==> src/rtl/uart_tx_buf.sv <==
// UART transmitter (8N1, LSB first) with a one-entry holding register so frames can go out back to back.
// Define UART_TX_PARITY_EN to insert an even-parity bit between the data and stop bits.
module uart_tx_buf #(
  parameter logic [15:0] BPS_NUM = 16'd434
) (
  input  logic       clk,
  input  logic       rst_n,
  input  logic [7:0] tx_data,
  input  logic       tx_en,
  output logic       tx_ready,
  output logic       tx_busy,
  output logic       tx_done,
  output logic       uart_tx
);

  // Handshake: tx_data transfers on a rising edge where tx_en && tx_ready; tx_en while tx_ready=0 is dropped.
  typedef enum logic [2:0] {
    IDLE   = 3'd0,
    START  = 3'd1,
    DATA   = 3'd2,
    STOP   = 3'd3
`ifdef UART_TX_PARITY_EN
    , PARITY = 3'd4
`endif
  } state_t;

  state_t      state;
  logic [7:0]  hold_data;
  logic        hold_full;
  logic [7:0]  shift;
  logic [2:0]  bit_cnt;
  logic [15:0] cnt;
  logic        wrap;
  logic        accept;
`ifdef UART_TX_PARITY_EN
  logic        parity_bit;
`endif

  assign wrap   = (cnt == BPS_NUM);
  assign accept = tx_en && tx_ready;

  // Bit-period divider; parked at zero while idle so the start bit is a full period.
  always_ff @(posedge clk or negedge rst_n) begin
    if (!rst_n) begin
      cnt <= 16'd0;
    end else if (state == IDLE || wrap) begin
      cnt <= 16'd0;
    end else begin
      cnt <= cnt + 16'd1;
    end
  end

  always_ff @(posedge clk or negedge rst_n) begin
    if (!rst_n) begin
      state     <= IDLE;
      hold_data <= 8'd0;
      hold_full <= 1'b0;
      tx_ready  <= 1'b1;
      shift     <= 8'd0;
      bit_cnt   <= 3'd0;
      uart_tx   <= 1'b1;
      tx_busy   <= 1'b0;
      tx_done   <= 1'b0;
`ifdef UART_TX_PARITY_EN
      parity_bit <= 1'b0;
`endif
    end else begin
      tx_done <= 1'b0;

      // Accept and load are mutually exclusive: a full holding register keeps tx_ready low.
      if (accept) begin
        hold_data <= tx_data;
        hold_full <= 1'b1;
        tx_ready  <= 1'b0;
      end

      case (state)
        IDLE: begin
          if (hold_full) begin
            state     <= START;
            shift     <= hold_data;
            hold_full <= 1'b0;
            tx_ready  <= 1'b1;
            bit_cnt   <= 3'd0;
            uart_tx   <= 1'b0;
            tx_busy   <= 1'b1;
`ifdef UART_TX_PARITY_EN
            parity_bit <= ^hold_data;
`endif
          end
        end

        START: begin
          if (wrap) begin
            state   <= DATA;
            uart_tx <= shift[0];
          end
        end

        DATA: begin
          if (wrap) begin
            shift   <= {1'b0, shift[7:1]};
            bit_cnt <= bit_cnt + 3'd1;
            if (bit_cnt == 3'd7) begin
`ifdef UART_TX_PARITY_EN
              state   <= PARITY;
              uart_tx <= parity_bit;
`else
              state   <= STOP;
              uart_tx <= 1'b1;
`endif
            end else begin
              uart_tx <= shift[1];
            end
          end
        end

`ifdef UART_TX_PARITY_EN
        PARITY: begin
          if (wrap) begin
            state   <= STOP;
            uart_tx <= 1'b1;
          end
        end
`endif

        STOP: begin
          if (wrap) begin
            tx_done <= 1'b1;
            if (hold_full) begin
              // Next start bit follows the stop bit directly, no idle gap.
              state     <= START;
              shift     <= hold_data;
              hold_full <= 1'b0;
              tx_ready  <= 1'b1;
              bit_cnt   <= 3'd0;
              uart_tx   <= 1'b0;
`ifdef UART_TX_PARITY_EN
              parity_bit <= ^hold_data;
`endif
            end else begin
              state   <= IDLE;
              tx_busy <= 1'b0;
            end
          end
        end

        default: begin
          state   <= IDLE;
          uart_tx <= 1'b1;
          tx_busy <= 1'b0;
        end
      endcase
    end
  end

  ready_mirrors_hold: assert property (@(posedge clk) disable iff (!rst_n) tx_ready == !hold_full);
  busy_mirrors_state: assert property (@(posedge clk) disable iff (!rst_n) tx_busy == (state != IDLE));
  line_high_in_idle:  assert property (@(posedge clk) disable iff (!rst_n) (state == IDLE) |-> uart_tx);

endmodule

==> config.mk <==
export PLATFORM = sky130hd
export DESIGN_NAME = uart_tx_buf
export DESIGN_NICKNAME = d
export VERILOG_FILES = /design/src/rtl/uart_tx_buf.sv
export SDC_FILE = /design/constraint.sdc
export NUM_CORES = 1
export LEC_CHECK = 0
export BUFFER_PORTS_ARGS = -buffer_cell sky130_fd_sc_hd__buf_2
export CAP_MARGIN = 20
export CORE_MARGIN = 4
export CORE_UTILIZATION = 40
export DETAILED_ROUTE_END_ITERATION = 7
export SYNTH_ARGS = -nofsm -noshare
export SYNTH_HDL_FRONTEND = slang
export SYNTH_SLANG_ARGS = --single-unit
==> constraint.sdc <==
create_clock -name clk -period 2.4 [get_ports clk]
set_input_delay 0.48 -clock clk [delete_from_list [all_inputs] [get_ports clk]]
set_output_delay 0.48 -clock clk [all_outputs]
set_load 0.01 [all_outputs]
Word level (Yosys, flattened, before mapping). Index checks and enable logic that the tools add are counted. W data, S select, Z words.

Output and inout port bits: 4. Input port bits: 11. Register bits: 43.

Reduce and logical (&&, ||, !) cells: 9. Mux-type cells: 36. Add/sub/neg operators: 2. Equal/unequal tests: 11. Bitwise operators: 1.

Operator list (number): $mux W3 (8); $mux W8 (3); $pmux W8 S3 (1); $mux W1 (17); $add A16 B1 Y16 const B (1); $eq A16 B9 Y1 const B (1); $mux W16 (1); $ne A2 B2 Y1 const B (6); $pmux W3 S4 (1); $pmux W3 S3 (1); $eq A3 B2 Y1 const B (2); $reduce_and A3 Y1 (2); $reduce_and A5 Y1 (1); $pmux W1 S2 (2); $pmux W1 S4 (1); $reduce_and A4 Y1 (1); $add A3 B1 Y3 const B (1); $eq A3 B1 Y1 const B (1); $eq A3 B3 Y1 const B (1); $logic_not A3 Y1 (1); $pmux W1 S3 (1); $reduce_bool A3 Y1 (1); $reduce_or A2 Y1 (1); $logic_and A1 B1 Y1 (1); 2 further kinds (2).

Logic depth before layout (Yosys ltp).
Word-level depth: 5. Mapped depth: 9.

Worst setup path after synthesis. No wires, ideal clock.

Kind: register to register. From: reg cnt[0]. To: reg state[1]. Clock period less this slack: 2.442 ns. Setup slack: -0.042 ns. Arrival time: 2.315 ns. Cell stages (with the launch flop): 8. Cell sequence: dfrtp_1 -> inv_1 -> ha_1 -> or4b_1 -> or4_4 -> buf_6 -> a222oi_1 -> mux2_1.

Cells in the longest elaborated chain, start to end: 3.

RTL lines: start, declared (RTL line 32) `logic [15:0] cnt;`; start signal, assigned (RTL line 49) `cnt <= cnt + 16'd1;`; $eq A16 B9 Y1 (*) (RTL line 39) `assign wrap = (cnt == BPS_NUM);`; $ne A2 B2 Y1 (no line); $reduce_and A5 Y1 (no line) (*); end signal, assigned (RTL line 55) `state <= IDLE;`; end signal, assigned (RTL line 80) `state <= START;`; end signal, assigned (RTL line 95) `state <= DATA;`; end, declared (RTL line 27) `state_t state;`.

Mark *: on every way between the ends. The rest lies on a longest branch, timed or not. A chain may end at the register's enable or synchronous reset.

Worst setup path in the final report. Ends and elaborated chain as after synthesis.

==> run summary <==
The count of synthesis-stage warnings from yosys came out at 0. In the finished design, the share of the clock period the worst path needs comes to 1.00. Clock tree synthesis selected as its root buffer the cell sky130_fd_sc_hd__clkbuf_8. The average detailed-routed wire length per instance is 13.1 um. The checks that failed: negative setup slack. By area the synthesized netlist is led by sky130_fd_sc_hd__dfrtp_1 48%, sky130_fd_sc_hd__mux2_2 12%, sky130_fd_sc_hd__xnor2_1 5.4%. The global-route met2 utilization is 0.196. The storage element area is 1050 um2.

The net count after synthesis came out at 207. The number of maximum-capacitance violations came out at 0. Of the cells placed in the final design, the portion with a size suffix greater than 1 is 0.327.

met2 is the most crowded layer. The largest fanout of any net on the critical path came out at 4. No sink is reached through more buffers than the 2 on the longest clock path.

The synthesis-to-finish area growth came out at 19.6%. The count of port buffers added during placement is 14. The met1 global-route usage is 0.192. The power density over the cells came out at roughly 500 nW/um2. Hold is met by approximately 140 ps. The worst slack at placement came out at -31.7 ps.

The master of the slowest instance on the critical path is sky130_fd_sc_hd__or4_4. The synthesized flop and latch total came out at between 40 and 50. In the routed design, unresolved DRC markers number 0. The final period demand of the worst path is 2410 ps. The row count came out at 26. The launching element type of the critical path is a flip-flop. The part of the Yosys area used for sequential elements came out at 0.500. The relative max-transition margin is 0.674.

The actual transition at the worst max-transition pin is 488 ps. The number of gates resized after CTS was 0. The via count of the first global-routing pass came to 1390. The core region area is approximately 5100 um2. The final layout contains around 250 nets. The min-delay analysis places its worst path in the category primary input to asynchronous set/reset pin. The number of hold violations in the final report is 0. Setup repair after global routing could not meet its margin everywhere. The proportion of netlist area held by the largest area contributor came out at 0.475.

The global-route congestion overflow total came out at 0. The gate count of the mapped netlist came out at between 150 and 200. The flow ran to the end, but the final reports show violations. The mean instance size in the synthesized netlist is 11.3 um2. The number of sinks handled by clock tree synthesis came out at 42. Routability-driven placement finished with a final weighted congestion of 0.802. The horizontal die dimension is 80.6 um. The instance area after placement came out at 2410 um2. The highest achievable clock rate came out at ~420 MHz. The post-layout instance area is about 2500 um2. The later-pin clock latency in the skew report is 300 ps. TritonCTS built the clock tree. The final critical-path setup slack came out at -8.20 ps. The final route contains 1441 vias. The static leakage is 0.00121 uW. The die covers approximately 6500 um2. The number of H-tree levels is 2. The critical path goes through inv_1 -> ha_1 -> or4b_4 -> or4_4 -> a222oi_1 -> mux2_1. The detailed-routing iteration count for the pre-antenna-repair pass came out at 4. The number of hold buffers added after cts is 0. The wire length reported by the detailed router is just under 4000 um. The count of pins over their slew limit was 0. The routed via count divided by cell count is 4.87. The total setup violations reported at the end of the flow is 1. Among all flip-flop cells after synthesis, the most frequent one is sky130_fd_sc_hd__dfrtp_1. The mapped netlist covers 2110 um2. The effective utilization at floorplan is 0.413. The async set-reset flop share out of synthesis is 1.00.

The first global-routing pass estimated between 6000 and 7000 um of wire. The multi-input gate area in the final layout came out at between 900 and 1000 um2. The library cells used most frequently in the layout, excluding fill and tap cells, are 40 x sky130_fd_sc_hd__dfrtp_1, 27 x sky130_fd_sc_hd__nor2_1, 23 x sky130_fd_sc_hd__mux2_2. The count of flip-flops with a built-in enable after synthesis is 0.

The type of the worst setup path is flip-flop to flip-flop. The count of nets left with antenna violations once routing finished came out at 0. The I/O pin count came out at 15. The final HPWL from detailed placement is 2830 um.

The number of filler cells placed in the layout is 489. The number of violations reported at the end of detailed-routing iteration 0 is around 100. Synthesis instantiated 41 different standard cells from the library. Setup total negative slack on the finished layout was measured at -8.20 ps. The library cell used most frequently in the layout, excluding fill and tap cells, is sky130_fd_sc_hd__dfrtp_1.

The number of antenna violations at the first check in global routing is 0. The die is 80.6 um tall. Entering global routing, the biggest net connects 22 pins. The register clock-pin slew on the reported worst setup and hold paths came out at 90 ps. The TritonCTS buffer count came out at 5. For this run, the slowest stage of the critical path takes between 500 and 600 ps.

Broken down by cell family, the worst path's largest delay share belongs to simple AND/OR/NAND/NOR gates. The arrival time of the worst setup path came out at 2580 ps. The worst ir drop on vdd is 0.000299 V. The number of diodes added for antenna fixing is 0.

For the final database, setup skew stands at 8.98 ps. The cell taking the most area after synthesis is sky130_fd_sc_hd__dfrtp_1. The met3 usage in global routing came out at 0.0314. The global router's overall resource usage is 0.134. STA puts the critical path data required time at 2580 ps. The worst path buffer plus inverter count came out at 1. The worst setup path is captured at a flip-flop.
[cells by family after synthesis]
logic type,synth area share
mux,0.133
flops,0.500
buf+inv,0.0297
xor+xnor,0.0582
compound gates,0.0540
simple gates,0.172
fa+ha+maj,0.0534
[where the power goes]
part | internal (uW) | leakage, uW | switching, uW
clock network | 210 | 0.0000447 | 268
registers | 718 | 0.000547 | 6.56
logic | 22.1 | 0.000617 | 21.6
total | 950 | 0.00121 | 296
[stage by stage]
stage	total power, uW	util	instances
6_report	1250	0.493	296
5_1_grt	1290	0.493	296
4_1_cts	1260	0.489	295
3_5_place_dp	784	0.471	287
3_3_place_gp	783	0.471	287
2_1_floorplan	755	-	187
[layout make-up]
class	count	area share
Sequential cell	42	0.418
Multi-Input combinational cell	131	0.395
Timing Repair Buffer	35	0.100
Tap cell	70	0.0348
Clock buffer	5	0.0273
Inverter	10	0.0149
Clock inverter	3	0.00993
[synth_stat cells, types with 2 or more instances]
cell,count
sky130_fd_sc_hd__o2bb2ai_1,3
sky130_fd_sc_hd__dfstp_2,2
sky130_fd_sc_hd__nand4_1,3
sky130_fd_sc_hd__nor3_1,6
sky130_fd_sc_hd__dfrtp_1,40
sky130_fd_sc_hd__or4_4,2
sky130_fd_sc_hd__ha_1,9
sky130_fd_sc_hd__nor2_1,27
sky130_fd_sc_hd__nand3_1,6
sky130_fd_sc_hd__inv_1,10
sky130_fd_sc_hd__nor4_1,7
sky130_fd_sc_hd__mux2_2,23
sky130_fd_sc_hd__nand2_1,8
sky130_fd_sc_hd__a211oi_1,2
sky130_fd_sc_hd__xnor2_1,13
[registers in the layout, summed over array words and instances (netlist names)]
| name | cells |
|---|---|
| tx_busy | 1 |
| bit_cnt | 3 |
| tx_ready | 1 |
| shift | 8 |
| cnt | 16 |
| tx_done | 1 |
| hold_full | 1 |
| hold_data | 8 |
| uart_tx | 1 |
| state | 2 |
[routing by layer]
layer	up-vias	share of wire	wire, um
li1	735	-	-
met1	685	0.52	2020
met2	16	0.44	1690
met3	5	0.028	109
met4	0	0.014	53
met5	-	0	0
[final timing paths]
check / start / to / slack (ps) / depth (start not counted)
worst max-delay path: cnt[0]$_DFF_PN0_ / state[1]$_DFFE_PN0P_ / -8 / 6
worst min-delay path: rst_n / hold_data[1]$_DFFE_PN0N_ / 140 / 1
worst max register to register: cnt[0]$_DFF_PN0_ / state[1]$_DFFE_PN0P_ / -8 / 6
worst min register to register: shift[3]$_DFFE_PN0P_ / shift[3]$_DFFE_PN0P_ / 510 / 1
max in group asynchronous: rst_n / uart_tx$_DFFE_PN1P_ / 1640 / 2
min in group clk: tx_data[3] / hold_data[3]$_DFFE_PN0N_ / 400 / 2
[what timing repair did]
| item | in CTS | in global routing |
|---|---|---|
| pin swaps | 1 | 1 |
| setup buffers | 0 | 1 |
| setup endpoints to repair | 1 | 8 |
(Power assumes the default switching activity.)
